--- src/rtl/ex_fwd_ctrl.sv ---
// Hazard and forwarding controller at the ID->EX boundary: registered EX operand
// selects, WB->ID regfile bypass, branch-kill and memory-stall sequencing.
module ex_fwd_ctrl #(
    parameter int RA_W  = 5,
    parameter int CNT_W = 16
) (
    input  logic             clk,
    input  logic             rst_n,
    input  logic             id_valid,
    input  logic [RA_W-1:0]  id_rs1,
    input  logic [RA_W-1:0]  id_rs2,
    input  logic             id_use_rs1,
    input  logic             id_use_rs2,
    input  logic             id_a_pc,
    input  logic             id_b_imm,
    input  logic [RA_W-1:0]  id_rd,
    input  logic             id_we,
    input  logic             ex_br_taken,
    input  logic             dmem_stall,
    output logic [1:0]       asel,
    output logic [1:0]       bsel,
    output logic             ex_valid,
    output logic             wb_valid,
    output logic             id_byp_rs1,
    output logic             id_byp_rs2,
    output logic             advance,
    output logic             flush_if,
    output logic [CNT_W-1:0] kill_cnt
);

    typedef enum logic [1:0] {
        ST_RUN  = 2'd0,
        ST_KILL = 2'd1,
        ST_HOLD = 2'd2
    } state_t;

    state_t          r_state;
    state_t          w_state_nxt;
    logic            r_ret_kill;
    logic            w_ret_kill_nxt;
    logic [RA_W-1:0] r_ex_rd;
    logic            r_ex_we;
    logic [RA_W-1:0] r_wb_rd;
    logic            r_wb_we;

    logic w_br;
    logic w_kill_phase;
    logic w_squash;
    logic w_fwd_rs1;
    logic w_fwd_rs2;

    assign advance  = !dmem_stall;
    assign w_br     = ex_valid && ex_br_taken;
    assign flush_if = w_br && !dmem_stall;

    // A stall entered from KILL still owes the wrong-path squash once it releases.
    assign w_kill_phase = (r_state == ST_KILL) || ((r_state == ST_HOLD) && r_ret_kill);
    assign w_squash     = !id_valid || w_kill_phase || w_br;

    assign w_fwd_rs1 = id_use_rs1 && (id_rs1 != '0) && ex_valid && r_ex_we && (r_ex_rd == id_rs1);
    assign w_fwd_rs2 = id_use_rs2 && (id_rs2 != '0) && ex_valid && r_ex_we && (r_ex_rd == id_rs2);

    assign id_byp_rs1 = id_use_rs1 && (id_rs1 != '0) && wb_valid && r_wb_we && (r_wb_rd == id_rs1);
    assign id_byp_rs2 = id_use_rs2 && (id_rs2 != '0) && wb_valid && r_wb_we && (r_wb_rd == id_rs2);

    always_comb begin
        // NOTE: defaults first so every path assigns both signals and no latch is inferred.
        w_state_nxt    = r_state;
        w_ret_kill_nxt = r_ret_kill;
        if (dmem_stall) begin
            if (r_state != ST_HOLD) begin
                w_state_nxt    = ST_HOLD;
                w_ret_kill_nxt = (r_state == ST_KILL);
            end
        end else if (w_br) begin
            w_state_nxt    = ST_KILL;
            w_ret_kill_nxt = 1'b0;
        end else begin
            w_state_nxt    = ST_RUN;
            w_ret_kill_nxt = 1'b0;
        end
    end

    // NOTE: sequential state uses non-blocking assignments so all registers sample pre-edge values.
    always_ff @(posedge clk or negedge rst_n) begin
        if (!rst_n) begin
            r_state    <= ST_RUN;
            r_ret_kill <= 1'b0;
        end else begin
            r_state    <= w_state_nxt;
            r_ret_kill <= w_ret_kill_nxt;
        end
    end

    always_ff @(posedge clk or negedge rst_n) begin
        if (!rst_n) begin
            asel     <= 2'b00;
            bsel     <= 2'b00;
            ex_valid <= 1'b0;
            r_ex_rd  <= '0;
            r_ex_we  <= 1'b0;
            wb_valid <= 1'b0;
            r_wb_rd  <= '0;
            r_wb_we  <= 1'b0;
            kill_cnt <= '0;
        end else if (advance) begin
            wb_valid <= ex_valid;
            r_wb_rd  <= r_ex_rd;
            r_wb_we  <= r_ex_we;
            r_ex_rd  <= id_rd;
            if (w_squash) begin
                ex_valid <= 1'b0;
                r_ex_we  <= 1'b0;
                asel     <= 2'b00;
                bsel     <= 2'b00;
            end else begin
                ex_valid <= 1'b1;
                r_ex_we  <= id_we;
                asel     <= {w_fwd_rs1, id_a_pc};
                bsel     <= {w_fwd_rs2, id_b_imm};
            end
            if (id_valid && w_squash && !(&kill_cnt))
                kill_cnt <= kill_cnt + CNT_W'(1);
        end
    end

endmodule

--- config.mk ---
export PLATFORM = sky130hd
export DESIGN_NAME = ex_fwd_ctrl
export DESIGN_NICKNAME = d
export VERILOG_FILES = /design/src/rtl/ex_fwd_ctrl.sv
export SDC_FILE = /design/constraint.sdc
export NUM_CORES = 1
export LEC_CHECK = 0
export ABC_AREA = 1
export CORE_MARGIN = 10
export CORE_UTILIZATION = 50
export DETAILED_ROUTE_END_ITERATION = 8
export GPL_ROUTABILITY_DRIVEN = 0
export PLACE_DENSITY = 0.92
export SYNTH_ARGS = -nofsm -noshare
export SYNTH_HDL_FRONTEND = slang
export SYNTH_SLANG_ARGS = --single-unit
--- constraint.sdc ---
create_clock -name clk -period 1.85 [get_ports clk]
set_input_delay 0.37 -clock clk [delete_from_list [all_inputs] [get_ports clk]]
set_output_delay 0.37 -clock clk [all_outputs]
set_load 0.05 [all_outputs]
======== Word-level counts from Yosys, hierarchy flattened ========
Index checks and enable logic that the tools add are counted.
word-level totals
  flip-flop bits (word level) ............. 37
  output and inout port bits .............. 26
operators by class
  add/sub/neg operators ................... 1
  equal/unequal tests ..................... 8
  muxes and demuxes ....................... 9
  bitwise logic cells ..................... 1
  reduce and logical (&&, ||, !) cells .... 29
operators by type and width
  cell                                                   count
  == test 5 bit                                          4
  logical AND 1 bit                                      19
  adder 16 x 1 -> 16 bit, second input constant          1
  AND reduction 16 bit                                   1
  nonzero test 5 bit                                     2
  two-way mux 2 bit                                      4
  two-way mux 1 bit                                      5
  logical NOT 1 bit                                      3
  logical OR 1 bit                                       3
  == test 2 x 1 -> 1 bit, second input constant          1
  == test 2 bit, second input constant                   1
  inequality test 2 x 1 -> 1 bit, second input constant  1
  inequality test 2 bit, second input constant           1
  AND reduction 2 bit                                    1
  inverter 1 bit                                         1

======== Longest topological paths before layout ========
  depth in word-level cells ............... 8
  gate-level depth with buffers ........... 10

======== Worst setup path before layout ========
OpenSTA, ideal clock, no wires.
  kind .................................... reg2out
  start point ............................. reg wb_valid
  end point ............................... out id_byp_rs1
  arrival time ............................ 1.941 ns
  slack ................................... -0.461 ns
  stages on the path, launching flop included .. 5
  path buffers ............................ 0
  cell sequence ........................... dfrtp_1 > nand2_1 > inv_1 > nand3b_1 > nor3_1
on the way
  word-level cells in the longest chain between the ends .. 3
ends and longest elaborated chain
  item                             RTL line  RTL
  start, declared                  23        output logic wb_valid,
  start signal, assigned           107       wb_valid <= ex_valid;
  logical AND 1 bit (3 in series)  63        assign id_byp_rs1 = id_use_rs1 && (id_rs1 != '0) && wb_valid && r_wb_we && (r_wb_rd == id_rs1);
  end, declared                    24        output logic id_byp_rs1,
No other way between the ends.

======== Worst setup path in the final report ========
  start point ............................. reg r_wb_rd[1]
  end point ............................... out id_byp_rs1
on the way
  word-level cells in the longest chain between the ends .. 2
ends and longest elaborated chain
  item                    RTL line  RTL
  start, declared         43        logic [RA_W-1:0] r_wb_rd;
  start signal, assigned  108       r_wb_rd <= r_ex_rd;
  == test 5 bit           63
  logical AND 1 bit       63
No other way between the ends.

==> summary.md <==
| Metric | Value |
|---|---|
| Status | `complete, no violations` |
| Initial antenna violation count | `0` |
| Worst r2r path cells | `9` |
| CTS Sinks | `37` |
| Synth unique cells | `22` |
| Starting Density | `52.4%` |
| Mean post-synth cell area | `7.29 sq um` |
| Static Leak | `0.00146 uW` |
| R2R Path Start | `kill_cnt[0]` |
| Maxcap violations | `0` |
| Syn. warnings | `0` |
| CP cell instances | `xnor2_1, nand4_1, nor3_4, buf_12` |
| CTS Buf Count | `5` |
| Share of post-route cells with drive strength above 1 | `18.6%` |
| Final setup viols | `0` |
| Tot GR Track Use | `15.9%` |
| Buf+Inv Stages, Crit Path | `1` |
| Row count | `23` |
| GRT overflow | `0` |
| Worst path max stage delay | `440 ps` |
| Worst Hold Class | `flip-flop to flip-flop` |
| Period utilization | `96.9%` |
| Pre-antenna DRT Iters | `4` |
| Vias in the first global route | `2136` |
| Setup crit end kind | `output pin` |
| Reg2Reg Setup Slack | `230 ps` |
| Area leader, netlist | `dfrtp_1` |
| Critical Path AT | `1420 ps` |
| Final hold violations | `0` |
| Placeable Area | `0.00409 sq mm` |
| Mapped Area | `0.00214 sq mm` |
| Commonest non-fill, non-tap cells in the layout | `nand2_1, buf_4, dfrtp_1` |
| Tightest Pin Transition | `407 ps` |
| First-pass GRT wire length | `9600 microns` |
| Nets | `391` |
| Worst Path Max Fanout | `3` |
| First DRT Iteration DRCs | `90` |
| Root Buffer | `clkbuf_8` |
| Reg-to-Reg End | `kill_cnt[9]` |
| Core Util, Final | `70.6%` |
| Seq/Total Area, Yosys | `43.2%` |
| Hold Path Sink | `asel[1]` |
| DR vias | `2131` |
| RSZ-0062 raised after global routing | `true` |
| Die height | `85.5 microns` |
| Commonest non-fill, non-tap cell in the layout | `nand2_1` |
| Via-to-Cell Ratio | `5.12` |
| Crit-path slowest cell | `dfrtp_1` |
| IO Count | `51` |
| Antenna Diode Count | `0` |
| Fmax | `0.558 GHz` |
| Clock latency at the later pin of the worst-skew pair | `300 ps` |
| Synth area leaders | `dfrtp_1, nand2_1, nand3_1` |
| Hold WS | `493 ps` |
| #FFs+latches synth | `37` |
| HPWL Detailed | `4410 microns` |
| CP required | `1480 ps` |
| Largest net degree at the start of global routing | `21` |
| Die width | `85.5 microns` |
| Crit Path Class | `flip-flop to output pin` |
| Pwr Density | `751 mW/mm^2` |
| DIE AREA | `0.00730 sq mm` |
| Crit path max-delay family | `flip-flops` |
| Worst-path clk slew | `70 ps` |
| Clock buffer depth | `2` |
| Drt total wl | `5660 microns` |
| CTS tree | `done` |
| Final ANT Viol Nets | `0` |
| Max-slew violations | `0` |
| Setup Skew | `4.68 ps` |
| Synth top area share | `43.2%` |
| Fin crit period | `1790 ps` |
| IO Port Bufs | `50` |
| Htree depth | `2` |
| Hold path depth | `2` |
| Mapped Nets | `320` |
| Post-Syn Instances | `294` |
| DRC | `0` |
| Slew headroom | `72.9%` |
| Layout area overhead | `34.6%` |
| Hold Startpoint | `asel[1]` |
| Post-DR wirelength/cell | `13.6 microns` |
| Crit start category | `flip-flop` |
| Maximum VDD drop | `0.760 mV` |
## Yosys cell counts
cell	count
nor3_1	4
nand3_2	1
a22o_1	2
ha_1	1
nor2_1	26
xor2_1	8
nand3b_1	8
o21ai_0	15
clkbuf_2	1
nand2_2	2
a21oi_1	3
dfrtp_1	37
nand3_1	24
nor2_2	3
clkbuf_1	5
nand4_1	6
nand2_1	106
clkinv_1	1
nor2_4	2
xnor2_1	8
buf_6	2
inv_1	29
## per-layer routing
| metal | wire length [microns] | GRT usage (%) | up-vias |
|---|---|---|---|
| met5 | 0 | 0 | - |
| li1 | - | - | 1072 |
| met2 | 2920 | 27.9 | 54 |
| met3 | 273 | 4.30 | 7 |
| met1 | 2420 | 18.1 | 998 |
| met4 | 48 | 5.54 | 0 |
## metrics by stage
| stage | std cells | power (uW) | setup WS, ps | setup TNS, ps | area (sq um) |
|---|---|---|---|---|---|
| 2_1_floorplan | 294 | 1370 | 5.27 | 0 | 2160 |
| 3_3_place_gp | 402 | 1600 | -33.4 | -54.5 | 2770 |
| 3_5_place_dp | 402 | 1620 | -85.3 | -161 | 2770 |
| 4_1_cts | 414 | 2170 | -25.7 | -25.7 | 2870 |
| 5_1_grt | 416 | 2270 | -57.4 | -93.9 | 2880 |
| 6_report | 416 | 2170 | 57.7 | 0 | 2880 |
## flip-flops by register name (all words and copies together), names as in the netlist
register    cells
asel            2
bsel            2
ex_valid        1
kill_cnt       16
r_ex_rd         5
r_ex_we         1
r_ret_kill      1
r_state         2
r_wb_rd         5
r_wb_we         1
wb_valid        1
## timing repair
item,in CTS,in global routing
setup endpoints to repair,2,2
hold buffers,1,0
pin swaps,4,6
hold endpoints to repair,5,0
setup buffers,3,2
resized for setup,12,1
## logic make-up after synthesis
family / synth area share [%]
fa+ha+maj: 0.584
flops: 43.2
simple gates: 37.2
buf+inv: 7.42
compound gates: 5.02
xor+xnor: 6.54
## cell type report
class                   count  area [sq um]
clock buffers               6          72.6
clock inverters             2          10.0
fillers                   344          1200
inverters                  30           113
multi-input cells         219          1080
flip-flops and latches     37           927
well taps                  50          62.6
repair buffers             72           623
## worst max path at each step
stage                   endpoint  depth (start not counted)  slack, ps         from
finish                id_byp_rs1                          4         60   r_wb_rd[1]
global route          id_byp_rs2                          5        -60   r_wb_rd[3]
CTS                   id_byp_rs1                          4        -30   r_wb_rd[1]
detailed placement    id_byp_rs1                          5        -90    id_rs1[2]
global placement      id_byp_rs1                          5        -30    id_rs1[2]
floorplan           kill_cnt[13]                          9          5  kill_cnt[0]
## where the power goes
group,leakage (uW),switching (uW),internal (uW)
Sequential,0.000486,95.2,885
Combinational,0.000933,392,239
Clock,0.0000450,293,261
## worst reg2reg max path, stage by stage, from the launching register on
cell      delay (ps)
dfrtp_1          410
ha_1             310
nand2_2          100
nor2_4           130
nand2_2           90
nor2_2           110
nor2_2            50
buf_4            170
nand3b_1          90
nand2_1           60
(Power assumes the default switching activity.)
